--- src/rtl/regfile_pkg.sv ---
// Shared register-file write types and widths.
package regfile_pkg;

  localparam int unsigned REG_ADDR_W = 5;
  localparam int unsigned REG_DATA_W = 32;
  localparam int unsigned NUM_REGS   = 32;

  typedef struct packed {
    logic [REG_ADDR_W-1:0] addr;
    logic [REG_DATA_W-1:0] data;
  } rf_wr_t;

endpackage

--- src/rtl/rr_arbiter.sv ---
// Round-robin arbiter: one-hot grant starting the scan at rr_ptr, pointer moves past the winner.
module rr_arbiter #(
  parameter int unsigned N = 3,
  localparam int unsigned IDX_W = (N > 1) ? $clog2(N) : 1
) (
  input  logic             clk,
  input  logic             reset,
  input  logic [N-1:0]     req,
  input  logic             en,
  output logic [N-1:0]     gnt,
  output logic [IDX_W-1:0] gnt_idx
);

  logic [IDX_W-1:0] rr_ptr;
  logic [IDX_W-1:0] cand;
  logic             found;

  // Scan requesters from rr_ptr upward with wraparound; first valid one wins.
  always_comb begin
    gnt     = '0;
    gnt_idx = '0;
    found   = 1'b0;
    cand    = '0;
    for (int unsigned k = 0; k < N; k++) begin
      cand = IDX_W'((32'(rr_ptr) + k) % N);
      if (en && !found && req[cand]) begin
        found      = 1'b1;
        gnt[cand]  = 1'b1;
        gnt_idx    = cand;
      end
    end
  end

  // Pointer advances to the source just after the winner on every grant.
  always_ff @(posedge clk) begin
    if (reset) begin
      rr_ptr <= '0;
    end else if (found) begin
      rr_ptr <= (gnt_idx == IDX_W'(N - 1)) ? '0 : gnt_idx + 1'b1;
    end
  end

endmodule

--- src/rtl/regfile_wb_arbiter.sv ---
// Shares the register-file write port among several writeback sources.
module regfile_wb_arbiter
  import regfile_pkg::*;
#(
  parameter int unsigned NUM_REQ     = 3,
  parameter bit          ZERO_REG_RO = 1'b1,
  parameter int unsigned CNT_W       = 16,
  localparam int unsigned IDX_W      = (NUM_REQ > 1) ? $clog2(NUM_REQ) : 1
) (
  input  logic                          clk,
  input  logic                          reset,
  input  logic                          hold,
  input  logic [NUM_REQ-1:0]            req_valid,
  input  logic [NUM_REQ*REG_ADDR_W-1:0] req_addr,
  input  logic [NUM_REQ*REG_DATA_W-1:0] req_data,
  output logic [NUM_REQ-1:0]            req_ready,
  output logic                          write_enable,
  output logic [REG_ADDR_W-1:0]         write_reg_addr,
  output logic [REG_DATA_W-1:0]         write_data,
  output logic [IDX_W-1:0]              grant_id,
  output logic [CNT_W-1:0]              contention_cnt
);

  logic [NUM_REQ-1:0] gnt;
  logic [IDX_W-1:0]   gnt_idx;
  logic               xfer;
  logic               contended;
  rf_wr_t             sel;

  // Grants are suppressed during reset and hold.
  rr_arbiter #(.N(NUM_REQ)) u_arb (
    .clk     (clk),
    .reset   (reset),
    .req     (req_valid),
    .en      (!hold && !reset),
    .gnt     (gnt),
    .gnt_idx (gnt_idx)
  );

  assign req_ready = gnt;
  assign xfer      = |gnt;
  assign contended = ($countones(req_valid) >= 2);

  // Select the granted source's address and data.
  always_comb begin
    sel = '0;
    for (int unsigned i = 0; i < NUM_REQ; i++) begin
      if (gnt[i]) begin
        sel.addr = req_addr[i*REG_ADDR_W +: REG_ADDR_W];
        sel.data = req_data[i*REG_DATA_W +: REG_DATA_W];
      end
    end
  end

  // Register the accepted write; register 0 writes complete but never reach the file.
  always_ff @(posedge clk) begin
    if (reset) begin
      write_enable   <= 1'b0;
      write_reg_addr <= '0;
      write_data     <= '0;
      grant_id       <= '0;
    end else if (xfer) begin
      write_enable   <= !(ZERO_REG_RO && (sel.addr == '0));
      write_reg_addr <= sel.addr;
      write_data     <= sel.data;
      grant_id       <= gnt_idx;
    end else begin
      write_enable   <= 1'b0;
    end
  end

  // Saturating count of cycles with two or more requesters pending.
  always_ff @(posedge clk) begin
    if (reset) begin
      contention_cnt <= '0;
    end else if (contended && !(&contention_cnt)) begin
      contention_cnt <= contention_cnt + 1'b1;
    end
  end

endmodule

--- config.mk ---
export PLATFORM = sky130hd
export DESIGN_NAME = regfile_wb_arbiter
export DESIGN_NICKNAME = d
export VERILOG_FILES = /design/src/rtl/regfile_pkg.sv /design/src/rtl/rr_arbiter.sv /design/src/rtl/regfile_wb_arbiter.sv
export SDC_FILE = /design/constraint.sdc
export NUM_CORES = 1
export LEC_CHECK = 0
export BUFFER_PORTS_ARGS = -buffer_cell sky130_fd_sc_hd__clkbuf_2
export CORE_MARGIN = 1
export CORE_UTILIZATION = 40
export DETAILED_ROUTE_END_ITERATION = 10
export GPL_TIMING_DRIVEN = 0
export MAX_ROUTING_LAYER = met4
export PLACE_DENSITY = 0.76
export SYNTH_ARGS = -nofsm -noshare
export SYNTH_HDL_FRONTEND = slang
export SYNTH_HIERARCHICAL = 1
export SYNTH_SLANG_ARGS = --single-unit
--- constraint.sdc ---
create_clock -name clk -period 3.9 [get_ports clk]
set_input_delay 0.195 -clock clk [delete_from_list [all_inputs] [get_ports clk]]
set_output_delay 0.195 -clock clk [all_outputs]
set_load 0.02 [all_outputs]
; ---- Yosys cells after proc, flatten, opt, wreduce, memory -nomap -nowiden
; Index checks and enable logic that the tools add are counted.
[word_totals]
reg_bits = 58
out_inout_bits = 59
word_cells = 71
[classes]
add_sub_neg = 6
div = 3
order_cmp = 7
eq_ne = 1
muxes = 25
bitwise = 3
reduce_logical = 20
[op_table]
columns = cell, n
row1 = 37-bit two-way mux, 3
row2 = 32-bit by 2-bit remainder unit with 32-bit output (second input constant), 2
row3 = 2-bit by 2-bit remainder unit with 32-bit output (second input constant), 1
row4 = 16-bit by 1-bit adder with 16-bit output (second input constant), 1
row5 = 16-bit AND reduction, 1
row6 = 1-bit logical AND, 10
row7 = 2-bit by 3-bit less-than comparator with 1-bit output (second input constant), 3
row8 = 1-bit two-way mux, 9
row9 = 3-bit two-way mux, 3
row10 = 2-bit two-way mux, 4
row11 = 1-bit binary-select mux with 2-bit select, 3
row12 = 1-bit demux with 2-bit select, 3
row13 = 2-bit by 1-bit >= comparator with 1-bit output (second input constant), 3
row14 = 1-bit zero test, 6
row15 = 3-bit bitwise OR, 2
row16 = 5-bit zero test, 1
row17 = 2-bit by 1-bit adder with 3-bit output, 1
row18 = 2-bit by 1-bit adder with 3-bit output (second input constant), 1
row19 = 2-bit by 2-bit adder with 3-bit output (second input constant), 1
row20 = 3-bit by 2-bit >= comparator with 1-bit output (second input constant), 1
row21 = 3-bit OR reduction, 1
row22 = 1-bit by 1-bit adder with 2-bit output, 1
row23 = 2-bit by 1-bit adder with 2-bit output (second input constant), 1
row24 = 2-bit == test (second input constant), 1
row25 = 2 further kinds, 2

; ---- Longest topological paths before layout
[logic_depth]
word_depth = 18
mapped_depth = 14
mapped_depth_nobuf = 11

; ---- By module
; The synthesis kept the hierarchy.
[modules_own_cells]
columns = module, n_inst, cells_per_inst, area_per_inst_um2
row1 = regfile_wb_arbiter, 1, 327, 2790.2
row2 = rr_arbiter, 1, 49, 407.9

; ---- Worst setup path before layout
; Ideal clock, no wire load.
[synth_timing]
kind = register to register
start = reg u_arb.rr_ptr[0]
end = reg write_data[0]
setup_ns = 0.117
arrival_ns = 2.988
required_ns = 3.783
path_slack_ns = 0.795
stages_incl_launch_ff = 13
path_buffers = 4
cell_sequence = dfxtp_1 -> inv_1 -> ha_1 -> clkbuf_1 -> mux2i_1 -> a21oi_1 -> o22ai_1 -> and2_1 -> clkbuf_1 -> clkbuf_1 -> buf_1 -> o21ai_0 -> a22o_1
[synth_lines]
columns = element, line
row1 = from (decl), rr_arbiter.sv:14  ; logic [IDX_W-1:0] rr_ptr;
row2 = from (signal assigned), rr_arbiter.sv:39  ; rr_ptr <= (gnt_idx == IDX_W'(N - 1)) ? '0 : gnt_idx + 1'b1;
row3 = "parallel branches: the longest is 12 deep, another holds 32-bit by 2-bit remainder unit with 32-bit output", -
row4 = 3-bit two-way mux *, rr_arbiter.sv:26  ; if (en && !found && req[cand]) begin
row5 = via req_ready[2], regfile_wb_arbiter.sv:16  ; output logic [NUM_REQ-1:0] req_ready,
row6 = 3-bit OR reduction or 37-bit two-way mux (tied branches), "regfile_wb_arbiter.sv:41, regfile_wb_arbiter.sv:48"
row7 = to (signal assigned), regfile_wb_arbiter.sv:65  ; write_data <= sel.data;
row8 = to (decl), regfile_wb_arbiter.sv:19  ; output logic [REG_DATA_W-1:0] write_data,
; Mark *: on every way through the listed nets, which the timed path passes. The select of a mux whose other input is x is not followed.
; A chain may end at the register's enable or synchronous reset.

; ---- Worst setup path after layout
[layout_timing]
start = reg u_arb.rr_ptr[0]
end = reg write_data[29]
[layout_between]
elab_chain_len = 16
[layout_rtl]
columns = element, line
row1 = "parallel branches: the longest is 12 deep, another holds 32-bit by 2-bit remainder unit with 32-bit output", -
row2 = 3-bit two-way mux *, rr_arbiter.sv:26
row3 = 37-bit two-way mux (3 in series), regfile_wb_arbiter.sv:48  ; if (gnt[i]) begin
; Every way passes the cells marked *. The select of a mux whose other input is x is not followed.

==> run metrics <==
Most used DFF post-synth dfxtp_1; worst min-delay path category in -> reg; PD cells roughly 320 nW/µm²; fin crit period 3589 ps; sequential share of power 44.3%; 1st-iter DRT viols 178; die span in y 91.42 µm; layout cell share with drive strength beyond 1 38.45%; Non-Filler Instances 669; syn avg cell area 8.505 µm²; NetSw 0.0004416 W; final wirelength 10,410 µm; first-pass GRT wire length approximately 16,000 µm; CTS clk-pin slew, worst paths ~80 ps; DP Area between 4000 and 5000 µm²; Hold Path Depth 4; CTS tree done; number of global-route vias before repair roughly 3,400; synth warn 6; Crit Path Max Fanout 10; Slew Viols, Final 0; Worst R2R Path Depth 12; GRT overflow 0; die footprint around 8400 µm²; #FFs+latches synth 58; RD Place Congestion 0.8657; I/O Pins 176; drt wl/cell 15.55 µm; unrepaired setup endpoints after global routing false; Total Neg Setup Slack 0 ps; leakage 1.971 nW; Clk Latency, worst-skew pair approximately 330 ps; # rows 32; fin util 56.70%; Hold Violations, Final 0; Yosys cell types between 50 and 60; Synth top area share 36.31%; DRT antenna net count 0; final worst-path cycle share 92.03%; Cell Area, Synth 3198 µm²; Final Instance Area 4382 µm²; Clock Tree Buf Depth 2; fin nets 685; htree depth 3; r2r setup slk 310 ps; Worst Skew 9.386 ps; drt first pass iters 4; ys async rst share 0%; Inserted Diodes 0; Max Cap Viol 0; clock share of power 34.4%; port bufs 175; drt drc 0; total core area between 7000 and 8000 µm²; Worst Setup Start Kind flop; initial antenna violation count 0; placed instance count 653; Mapped Nets approximately 500; status complete, no violations; Slew HR a little over half; worst vdd ir about 0.21 mV; area delta synth->final 37.01%; Pint 0.0009602 W; post-synth top area cell dfxtp_1; cell count after synthesis 376; HPWL after DPL 8057 µm; clk sink count 58; Num CTS Buffers 9; Critical Path AT around 3900 ps; initial core utilization 41.39%; Post-synth EDFFs 0; Crit. End Element flop; sequential area share after synthesis 36.31%; Die Width 91.42 µm; sw frac a little under a third; largest cells by area after synthesis dfxtp_1 36%, a22o_1 11%, a22oi_1 7.5%, o21ai_0 6.1%, nand2_1 5.0%; worst-margin pin slew about 670 ps; GRT Total Usage between 20% and 30%; Fin Hold WS 179.2 ps; largest net degree at the start of global routing 12; Req. time, crit path roughly 4200 ps; Comb pwr share 21.2%; Final setup viols 0; via count 3,668; WS Path Type reg -> reg; fmax about 280 MHz; CTS Root Cell clkbuf_8; Vias/cell 5.483
repair_timing:
| action | 4_1_cts | 5_1_grt |
|---|---|---|
| buffers inserted | 0 | 0 |
| setup endpoints to repair | 0 | 39 |
| resized for setup | 0 | 12 |
| hold buffers | 0 | 0 |
sequential cells by signal, indices dropped and copies added (netlist names):
register and cells:
grant_id 2, u_arb/rr_ptr 2, write_reg_addr 5, write_data 32
write_enable 1, contention_cnt 16
cell families after synthesis:
| kind of cell | after synthesis | synth area share, % |
|---|---|---|
| flip-flops | 58 | 36.31 |
| XOR/XNOR | 1 | 0.2739 |
| multiplexers | 11 | 4.030 |
| adder cells (fa/ha/maj) | 6 | 2.347 |
| buffers and inverters | 39 | 4.695 |
| AO/OA/AOI/OAI | 148 | 33.10 |
| AND/OR/NAND/NOR | 113 | 19.25 |
cell usage after synthesis (3+ instances only):
master and count:
clkbuf_1 26, a211oi_1 3, mux2_2 5, nor3_1 3, nand3_1 4, a22oi_1 32, dfxtp_1 58, nand3b_1 6
ha_1 6, o31ai_1 3, buf_2 3, nor2_1 14, nor2b_1 10, nand2_1 43, inv_1 8, a22o_1 40
mux2i_1 5, o21ai_0 39, or3_1 3, nor4_1 6, nand4_1 3, a21oi_1 17
area by class of cell:
type                            count  area [µm²]
Clock inverter                      7       45.04
Tap cell                          102       127.6
Timing Repair Buffer              175       875.8
Multi-Input combinational cell    279        1891
Sequential cell                    58        1161
Inverter                            8       30.03
Fill cell                         723        3346
Buffer                             31       127.6
Clock buffer                        9       123.9
worst max-delay path, cell delays in order (launching register included):
cell and delay [ps]:
dfxtp_1 400, inv_1 90, ha_1 280, clkbuf_1 310, mux2i_2 420, nor2_1 80
and3_1 210, a22o_1 250, clkbuf_1 210, nor4_1 520, buf_2 310, buf_2 270
a22o_1 180
worst paths after layout:
path                                  endpoint            start
worst min-delay path            write_data[25]     req_data[89]
worst min register to register  write_data[22]   write_data[22]
worst max-delay path            write_data[29]  u_arb/rr_ptr[0]
worst max register to register  write_data[29]  u_arb/rr_ptr[0]
per-layer routing:
metal,vias up,share of wire (%),GRT usage (%)
li1,1786,-,-
met4,0,3.2,10.05
met3,28,5.1,4.690
met2,163,47,39.22
met1,1691,45,32.13
met5,-,0,-
stage by stage:
| stage | power, W | setup slack (ps) |
|---|---|---|
| 2_1_floorplan | 0.0008035 | 794.8 |
| 3_3_place_gp | 0.0009181 | 251.8 |
| 3_5_place_dp | 0.0009277 | 141.9 |
| 4_1_cts | 0.001410 | 141.3 |
| 5_1_grt | 0.001480 | 3.168 |
| 6_report | 0.001402 | 310.8 |
power groups by stage:
stage	clock network [W]	logic, W	registers (W)
CTS	0.000495	0.000294	0.000621
detailed placement	0	0.000293	0.000635
global placement	0	0.000284	0.000634
floorplan	0	0.000151	0.000653
finish	0.000483	0.000298	0.000622
global route	0.000530	0.000327	0.000623
cells in the final DEF (no fill, tap or decap), types with 2 or more instances in the layout:
cell type,count
clkbuf_2,181
dfxtp_1,58
nand2_1,43
a22o_1,40
o21ai_0,39
a22oi_1,32
clkbuf_1,21
a21oi_1,17
nor2_1,14
nor2b_1,10
clkbuf_8,9
inv_1,8
nor4_1,6
nand3b_1,6
ha_1,6
mux2_2,5
nand3_1,4
mux2i_1,4
clkinv_2,4
nand4_1,3
o31ai_1,3
or3_1,3
a211oi_1,3
nor3_1,3
buf_2,3
nand2b_1,2
and3_1,2
or2b_1,2
and2b_1,2
and2_1,2
Note: power is estimated with default switching activity, not from simulation.
